### src/rtl/apb_slv_ctrl_if.sv
//==============================================================================
// Module      : apb_slv_ctrl_if
// Description : APB bridge/slave bundle for apb_slv_ctrl: bridge request,
//               per-slave responses, one-hot selects and the muxed response.
// Revision    : 1.0 - initial release
//==============================================================================
`default_nettype none

`ifndef PADDR_WIDTH
`define PADDR_WIDTH 32
`endif
`ifndef APB_DATA_WIDTH
`define APB_DATA_WIDTH 32
`endif

interface apb_slv_ctrl_if;
    logic                        psel_en;
    logic                        penable;
    logic [`PADDR_WIDTH-1:0]     paddr;
    logic [3:0]                  psel;
    logic [`APB_DATA_WIDTH-1:0]  prdata_s0;
    logic [`APB_DATA_WIDTH-1:0]  prdata_s1;
    logic [`APB_DATA_WIDTH-1:0]  prdata_s2;
    logic [`APB_DATA_WIDTH-1:0]  prdata_s3;
    logic [3:0]                  pready_s;
    logic [3:0]                  pslverr_s;
    logic [`APB_DATA_WIDTH-1:0]  prdata_x;
    logic                        pready_x;
    logic                        pslverr_x;

    // Environment side: bridge request plus the slave responses.
    modport master (
        output psel_en, penable, paddr,
        output prdata_s0, prdata_s1, prdata_s2, prdata_s3, pready_s, pslverr_s,
        input  psel, prdata_x, pready_x, pslverr_x
    );

    // Controller side.
    modport slave (
        input  psel_en, penable, paddr,
        input  prdata_s0, prdata_s1, prdata_s2, prdata_s3, pready_s, pslverr_s,
        output psel, prdata_x, pready_x, pslverr_x
    );
endinterface

`default_nettype wire

### src/rtl/apb_slv_ctrl.sv
//==============================================================================
// Module      : apb_slv_ctrl
// Description : APB address decoder / response mux for four slaves with an
//               optional wait-state watchdog, enabled by APB_SLV_TIMEOUT_EN.
// Revision    : 1.0 - initial release
//==============================================================================
`default_nettype none

module apb_slv_ctrl #(
    parameter int TIMEOUT_LIMIT = 16,
    parameter int NUM_SLV       = 4
) (
    input  wire               hclk,
    input  wire               hreset_n,
    apb_slv_ctrl_if.slave     bus,
    output logic              busy,
    output logic [7:0]        timeout_cnt
);

`ifdef APB_SLV_TIMEOUT_EN
    typedef enum logic [1:0] {
        ST_IDLE  = 2'd0,
        ST_XFER  = 2'd1,
        ST_ABORT = 2'd2
    } state_t;
`else
    typedef enum logic [1:0] {
        ST_IDLE  = 2'd0,
        ST_XFER  = 2'd1
    } state_t;
`endif

    state_t                       r_state;
    state_t                       w_next;

    logic [3:0]                   w_idx;
    logic [1:0]                   w_slot;
    logic                         w_mapped;
    logic [`APB_DATA_WIDTH-1:0]   w_sel_rdata;
    logic                         w_sel_ready;
    logic                         w_sel_err;
    logic                         w_abort;
    logic                         w_timeout;
    logic [`APB_DATA_WIDTH-1:0]   w_prdata;
    logic                         w_pready;
    logic                         w_pslverr;
    logic                         w_unused_addr;

    // Only the 4 KB-page nibble takes part in decode.
    assign w_idx         = bus.paddr[15:12];
    assign w_slot        = w_idx[1:0];
    assign w_mapped      = (w_idx[3:2] == 2'b00);
    assign w_unused_addr = ^{bus.paddr[`PADDR_WIDTH-1:16], bus.paddr[11:0]};

    always_comb begin
        w_sel_rdata = '0;
        w_sel_ready = 1'b0;
        w_sel_err   = 1'b0;
        case (w_slot)
            2'd0: begin
                w_sel_rdata = bus.prdata_s0;
                w_sel_ready = bus.pready_s[0];
                w_sel_err   = bus.pslverr_s[0];
            end
            2'd1: begin
                w_sel_rdata = bus.prdata_s1;
                w_sel_ready = bus.pready_s[1];
                w_sel_err   = bus.pslverr_s[1];
            end
            2'd2: begin
                w_sel_rdata = bus.prdata_s2;
                w_sel_ready = bus.pready_s[2];
                w_sel_err   = bus.pslverr_s[2];
            end
            default: begin
                w_sel_rdata = bus.prdata_s3;
                w_sel_ready = bus.pready_s[3];
                w_sel_err   = bus.pslverr_s[3];
            end
        endcase
    end

`ifdef APB_SLV_TIMEOUT_EN
    localparam logic [7:0] c_wait_last = 8'(TIMEOUT_LIMIT - 1);

    logic [7:0] r_wait_cnt;
    logic [7:0] r_timeout_cnt;

    assign w_abort   = (r_state == ST_ABORT);
    // A slave that becomes ready in the last allowed cycle beats the watchdog.
    assign w_timeout = (r_state == ST_XFER) && bus.psel_en && bus.penable &&
                       w_mapped && !w_sel_ready && (r_wait_cnt == c_wait_last);

    always_ff @(posedge hclk or negedge hreset_n) begin
        if (!hreset_n) begin
            r_wait_cnt <= '0;
        end else if (w_next != ST_XFER) begin
            r_wait_cnt <= '0;
        end else if ((r_state == ST_XFER) && bus.penable && !w_pready) begin
            r_wait_cnt <= r_wait_cnt + 8'd1;
        end
    end

    always_ff @(posedge hclk or negedge hreset_n) begin
        if (!hreset_n) begin
            r_timeout_cnt <= '0;
        end else if (w_timeout && (r_timeout_cnt != 8'hFF)) begin
            r_timeout_cnt <= r_timeout_cnt + 8'd1;
        end
    end

    assign timeout_cnt = r_timeout_cnt;
`else
    localparam int c_unused_limit = TIMEOUT_LIMIT;

    assign w_abort     = 1'b0;
    assign w_timeout   = 1'b0;
    assign timeout_cnt = 8'd0;
`endif

    for (genvar gi = 0; gi < NUM_SLV; gi++) begin : g_sel
        assign bus.psel[gi] = bus.psel_en && (w_idx == 4'(gi)) && !w_abort;
    end

    always_comb begin
        w_prdata  = '0;
        w_pready  = 1'b0;
        w_pslverr = 1'b0;
        if (bus.psel_en && !w_abort) begin
            if (w_mapped) begin
                if (w_timeout) begin
                    w_pready  = 1'b1;
                    w_pslverr = 1'b1;
                end else begin
                    w_prdata  = w_sel_rdata;
                    w_pready  = w_sel_ready;
                    w_pslverr = w_sel_err;
                end
            end else if (bus.penable) begin
                // Unmapped page: zero-wait decode error.
                w_pready  = 1'b1;
                w_pslverr = 1'b1;
            end
        end
    end

    assign bus.prdata_x  = w_prdata;
    assign bus.pready_x  = w_pready;
    assign bus.pslverr_x = w_pslverr;

    always_ff @(posedge hclk or negedge hreset_n) begin
        if (!hreset_n) begin
            r_state <= ST_IDLE;
        end else begin
            r_state <= w_next;
        end
    end

    always_comb begin
        w_next = r_state;
        case (r_state)
            ST_IDLE: begin
                if (bus.psel_en) begin
                    w_next = ST_XFER;
                end
            end
            ST_XFER: begin
                if (!bus.psel_en) begin
                    w_next = ST_IDLE;
`ifdef APB_SLV_TIMEOUT_EN
                end else if (w_timeout) begin
                    w_next = ST_ABORT;
`endif
                end else if (bus.penable && w_pready) begin
                    w_next = ST_IDLE;
                end
            end
`ifdef APB_SLV_TIMEOUT_EN
            ST_ABORT: begin
                if (!bus.psel_en) begin
                    w_next = ST_IDLE;
                end
            end
`endif
            default: begin
                w_next = ST_IDLE;
            end
        endcase
    end

    assign busy = (r_state != ST_IDLE);

endmodule

`default_nettype wire

### src/flat_wrapper.sv
// flat-port wrapper written by rule: the top's interface ports become plain ports
module apb_slv_ctrl_flat 
#(
    parameter int TIMEOUT_LIMIT = 16,
    parameter int NUM_SLV       = 4
)
  (hclk, hreset_n, busy, timeout_cnt, bus_psel_en, bus_penable, bus_paddr, bus_prdata_s0, bus_prdata_s1, bus_prdata_s2, bus_prdata_s3, bus_pready_s, bus_pslverr_s, bus_psel, bus_prdata_x, bus_pready_x, bus_pslverr_x);
  apb_slv_ctrl_if bus_i ();
  input  wire hclk;
  input  wire hreset_n;
  output logic busy;
  output logic [7:0] timeout_cnt;
  input wire logic [$bits(bus_i.psel_en)-1:0] bus_psel_en;
  input wire logic [$bits(bus_i.penable)-1:0] bus_penable;
  input wire logic [$bits(bus_i.paddr)-1:0] bus_paddr;
  input wire logic [$bits(bus_i.prdata_s0)-1:0] bus_prdata_s0;
  input wire logic [$bits(bus_i.prdata_s1)-1:0] bus_prdata_s1;
  input wire logic [$bits(bus_i.prdata_s2)-1:0] bus_prdata_s2;
  input wire logic [$bits(bus_i.prdata_s3)-1:0] bus_prdata_s3;
  input wire logic [$bits(bus_i.pready_s)-1:0] bus_pready_s;
  input wire logic [$bits(bus_i.pslverr_s)-1:0] bus_pslverr_s;
  output wire logic [$bits(bus_i.psel)-1:0] bus_psel;
  output wire logic [$bits(bus_i.prdata_x)-1:0] bus_prdata_x;
  output wire logic [$bits(bus_i.pready_x)-1:0] bus_pready_x;
  output wire logic [$bits(bus_i.pslverr_x)-1:0] bus_pslverr_x;
  assign bus_i.psel_en = bus_psel_en;
  assign bus_i.penable = bus_penable;
  assign bus_i.paddr = bus_paddr;
  assign bus_i.prdata_s0 = bus_prdata_s0;
  assign bus_i.prdata_s1 = bus_prdata_s1;
  assign bus_i.prdata_s2 = bus_prdata_s2;
  assign bus_i.prdata_s3 = bus_prdata_s3;
  assign bus_i.pready_s = bus_pready_s;
  assign bus_i.pslverr_s = bus_pslverr_s;
  assign bus_psel = bus_i.psel;
  assign bus_prdata_x = bus_i.prdata_x;
  assign bus_pready_x = bus_i.pready_x;
  assign bus_pslverr_x = bus_i.pslverr_x;
  apb_slv_ctrl #(.TIMEOUT_LIMIT(TIMEOUT_LIMIT), .NUM_SLV(NUM_SLV)) u_core (.hclk(hclk), .hreset_n(hreset_n), .bus(bus_i), .busy(busy), .timeout_cnt(timeout_cnt));
endmodule
### config.mk
export PLATFORM = sky130hd
export DESIGN_NAME = apb_slv_ctrl_flat
export DESIGN_NICKNAME = d
export VERILOG_FILES = /design/src/rtl/apb_slv_ctrl_if.sv /design/src/rtl/apb_slv_ctrl.sv /design/src/flat_wrapper.sv
export SDC_FILE = /design/constraint.sdc
export NUM_CORES = 1
export LEC_CHECK = 0
export CELL_PAD_IN_SITES_DETAIL_PLACEMENT = 1
export CELL_PAD_IN_SITES_GLOBAL_PLACEMENT = 1
export CORE_ASPECT_RATIO = 0.7
export CORE_MARGIN = 5
export CORE_UTILIZATION = 13
export DETAILED_ROUTE_END_ITERATION = 7
export GPL_ROUTABILITY_DRIVEN = 0
export PLACE_DENSITY = 0.84
export SLEW_MARGIN = 20
export SYNTH_ARGS = -nofsm -noshare
export SYNTH_HDL_FRONTEND = slang
export SYNTH_SLANG_ARGS = --single-unit
### constraint.sdc
create_clock -name hclk -period 1.7 [get_ports hclk]
set_input_delay 0.34 -clock hclk [delete_from_list [all_inputs] [get_ports hclk]]
set_output_delay 0.34 -clock hclk [all_outputs]
set_load 0.02 [all_outputs]
Yosys cells after proc, flatten, opt, wreduce, memory -nomap -nowiden
Cells that the tools add are included.

storage, ports and cells
  register bits = 2
  input port bits = 172
  output and inout port bits = 47

operators by class
  eq/ne operators = 8
  reduce and logical (&&, ||, !) cells = 11
  muxes and demuxes = 14

operators with widths
  operator                                                               number
  32-bit one-hot mux with 3 select lines                                 1
  32-bit 2-to-1 mux                                                      2
  4-bit by 2-bit equality test with 1-bit output, second input constant  2
  2-bit logical NOT                                                      3
  2-bit 2-to-1 mux                                                       3
  1-bit one-hot mux with 3 select lines                                  2
  1-bit logical AND                                                      5
  1-bit 2-to-1 mux                                                       5
  2-bit by 1-bit equality test with 1-bit output, second input constant  2
  4-bit by 1-bit equality test with 1-bit output, second input constant  1
  4-bit logical NOT                                                      1
  2-bit one-hot mux with 2 select lines                                  1
  3-bit by 2-bit != test with 1-bit output, second input constant        1
  2-bit equality test, second input constant                             1
  2-bit != test, second input constant                                   1
  2-bit AND reduction                                                    1
  2-bit nonzero test                                                     1

Longest topological paths before layout
  word-level depth = 8
  mapped depth = 4
  gate-level depth less buffers = 2

Worst setup path after synthesis
OpenSTA, ideal clock, no wires.

  kind = input-to-output
  from = in bus_paddr[13]
  to = out bus_pready_x
  required time = 1360 ps
  arrival = 1432 ps
  setup slack = -72 ps
  cell stages on the path = 3
  cells stage by stage = buf_2 > or4b_4 > o221ai_1

on the way
  longest elaborated chain between the ends = 4
  elaborated cells on any way between the ends = 6
  those cells by class = 2 x eq/ne; 3 x mux; 1 x reduce/logical

RTL lines
  element                                            line                 source
  from (decl)                                        flat_wrapper.sv:15   input wire logic [$bits(bus_i.paddr)-1:0] bus_paddr;
  2-bit equality test, or another cell as far along  apb_slv_ctrl.sv:59   case (w_slot)
  1-bit one-hot mux with 3 select lines *            apb_slv_ctrl.sv:59
  1-bit 2-to-1 mux *                                 apb_slv_ctrl.sv:130  if (w_mapped) begin
  1-bit 2-to-1 mux *                                 apb_slv_ctrl.sv:129  if (bus.psel_en && !w_abort) begin
  to (decl)                                          flat_wrapper.sv:24   output wire logic [$bits(bus_i.pready_x)-1:0] bus_pready_x;

Every way passes the cells marked *; elsewhere a longest branch is shown, timed or not.

Worst setup path in the final report
  from = in bus_paddr[12]
  to = out bus_prdata_x[7]

on the way
  longest elaborated chain between the ends = 4
  elaborated cells on any way between the ends = 6
  those cells by class = 2 x eq/ne; 3 x mux; 1 x reduce/logical

RTL lines
  element                                            line                 source
  2-bit equality test, or another cell as far along  apb_slv_ctrl.sv:59
  32-bit one-hot mux with 3 select lines *           apb_slv_ctrl.sv:59
  32-bit 2-to-1 mux *                                apb_slv_ctrl.sv:130
  32-bit 2-to-1 mux *                                apb_slv_ctrl.sv:129
  to (decl)                                          flat_wrapper.sv:23   output wire logic [$bits(bus_i.prdata_x)-1:0] bus_prdata_x;

Marked as above.

==> key figures <==
Critical path
  • Worst reg2reg path startpoint: u_core.r_state[0]
  • Path depth of the worst reg2reg path: 2
  • Worst R2R End: u_core.r_state[0]
  • R2R setup slack: 0.96 ns
  • Setup crit end kind: output pin
  • Crit path DAT: ~1.4 ns
  • WP data required: between 1 and 1.5 ns
  • Critical path peak fanout: 8
  • Worst setup SP type: primary input
  • Setup CP Type: in -> out

Timing
  • Slew Viols, Final: 0
  • Period Utilization, post-route: 102.4%
  • Clock skew: 0 ns
  • Final worst setup slack: -0.04057 ns
  • Fin crit period: roughly 1.7 ns
  • Final hold viol count: 0
  • Final hold slack: roughly 0.49 ns
  • RSZ-0062 raised after global routing: yes
  • # setup viols final: 29
  • F_max: about 570 MHz

Floorplan
  • Initial Util: a little over an eighth
  • Chip height: a little over 90 um
  • Site Rows: 30
  • Ports: 219
  • Die area: around 0.012 mm2
  • Die Wd: between 100 and 150 um
  • Total core area: between 0.009 and 0.01 mm2

Job
  • Max capacitance violation total: 0

Pwr
  • Pwr Total: approximately 0.00072 W
  • Clock share of power: 0%
  • Gate power share: 96.2%
  • Sequential share of power: 3.8%
  • PD cells: ~220 mW/mm2
  • Internal power: 0.0004836 W
  • Psw: 0.0002399 W
  • Leak: between 1.5 and 2 nW
  • Max IR drop VDD: between 0.1 and 0.15 mV
  • Net Sw Frac: between 30% and 40%

Placed design
  • Placed inst area: between 0.003 and 0.004 mm2
  • Pre-CTS WS: -1.011 ns
  • HPWL after DPL: between 6000 and 7000 um
  • Post-Place Cells: just over 400
  • PortBufs: around 180

Yosys
  • Post-Syn Area per Cell: 11.99 um2
  • Gate count after technology mapping: 105
  • FF+latch count, synth: 1
  • Mapped Area: 0.001259 mm2
  • Most frequent cells after synthesis: 32 x and2_1, 31 x mux4_2, 8 x buf_4
  • Synth top area cells: mux4_2 55%, and2_1 16%, buf_4 4.8%
  • Top-count cell post-synth: and2_1
  • Post-synth EDFFs: 0
  • Yosys warns: 0
  • Yosys top cell by area: mux4_2
  • Seq/Total Area, Yosys: 1.988%
  • Ys async rst share: between 90% and 100%
  • Synth top area share: 55.47%
  • Unique cell type count in the Yosys netlist: 19
  • Dominant synthesized flop cell: dfrtp_1

Drt
  • Final Routed Wirelength: 7694 um
  • Drc violations: 0
  • Routed Antenna Nets: 0
  • Router iterations before antenna repair: 3
  • DRT iter0 DRCs: 27
  • DR WL/cell: approximately 18 um
  • Total number of vias: 1693
  • Via-per-instance ratio: approximately 4.0

GRT
  • First-pass GRT wire length: 11050 um
  • Global route overflow: 0
  • Initial antenna violation count: 0
  • All-layer global routing usage: a little under an eighth
  • Vias in the first global route: around 2000
  • Largest net degree at the start of global routing: 20

Layout
  • Finished Layout Cells: roughly 420
  • Fin nets: 465
  • Diodes inserted: 0
  • Biggest regs: u_core.r_state: 1 flops
  • Biggest register: u_core.r_state
  • Area grow syn2layout: 166.2%
  • Largest register FFs: 1
  • Finished Cell Area: approximately 0.0034 mm2
  • Ratio of cells with drive above 1 in the final layout: 46.05%

Status
  • Failing checks: negative setup slack
  • Status: finished, violations left

Clock network
  • Worst-Skew Late Latency: 0 ns
  • Clock transition at the registers of the reported paths: 0 ns
  • CTS Hold Bufs: 0

Hold path
  • Worst min-delay path class: in -> async
[critical path: stages]
cell and delay [ns]:
buf_12 0.12, buf_16 0.15, mux4_2 0.50, and2_4 0.16
buf_6 0.12
[cells by family after synthesis]
group,count (synthesis),synth area share [%]
simple gates,39,19.68
mux,38,62.53
buf+inv,21,12.03
compound gates,5,3.480
flops,1,1.988
other cells,1,0.2979
[area by class of cell]
cell class | count | area [um2]
multi-input cells | 90 | 1220
repair buffers | 199 | 1942
well taps | 128 | 160.2
flip-flops and latches | 1 | 25.02
inverters | 1 | 3.754
fillers | 1133 | 6221
[worst max-delay path by stage]
stage          slack (ns)                to           from  cells after the start
6_report            -0.04   bus_prdata_x[7]  bus_paddr[12]                      5
5_1_grt             -0.08  bus_prdata_x[19]  bus_paddr[12]                      5
4_1_cts             -0.05   bus_prdata_x[0]  bus_paddr[12]                      5
3_5_place_dp        -1.01     bus_pslverr_x  bus_paddr[15]                      4
3_3_place_gp        -0.93      bus_pready_x  bus_paddr[15]                      4
2_1_floorplan       -0.07      bus_pready_x  bus_paddr[13]                      3
[power by group through the flow]
stage                     clock network (W)  logic, W  registers (W)
after detailed placement                  0  0.000711      0.0000275
after global placement                    0  0.000695      0.0000274
final                                     0  0.000696      0.0000275
after global routing                      0  0.000741      0.0000278
after CTS                                 0  0.000697      0.0000275
after floorplan                           0  0.000289      0.0000301
[timing repair]
action                                  CTS  global route
buffers inserted                          3             2
resized for setup                       418             7
pin swaps                                35             3
endpoints found under the setup margin   39            37
gates cloned                              4             0
[routing by layer]
| layer | up-vias | part of all wire [%] | global-route usage, % |
|---|---|---|---|
| met5 | - | 0 | 0 |
| met4 | 0 | 0 | 0 |
| met1 | 832 | 41 | 14.81 |
| met3 | 0 | 7.0 | 1.844 |
| met2 | 81 | 52 | 22.37 |
| li1 | 780 | - | - |
[placed cells by master (no fill, tap or decap), types with 4 or more instances in the layout]
cell / Yosys / layout
clkdlybuf4s50_1: 0 / 11
mux4_2: 31 / 32
dlygate4sd2_1: 0 / 128
conb_1: 1 / 8
nor2_1: 4 / 4
and2_4: 0 / 32
buf_4: 8 / 10
buf_6: 5 / 38
buf_12: 0 / 4
[through the flow]
| step | utilization, % | setup TNS (ns) |
|---|---|---|
| floorplan | - | -0.1438 |
| global placement | 33.42 | -31.25 |
| detailed placement | 33.42 | -31.27 |
| CTS | 34.59 | -0.8889 |
| global route | 35.01 | -1.758 |
| finish | 35.01 | -0.6089 |
Note: power is estimated with default switching activity, not from simulation.
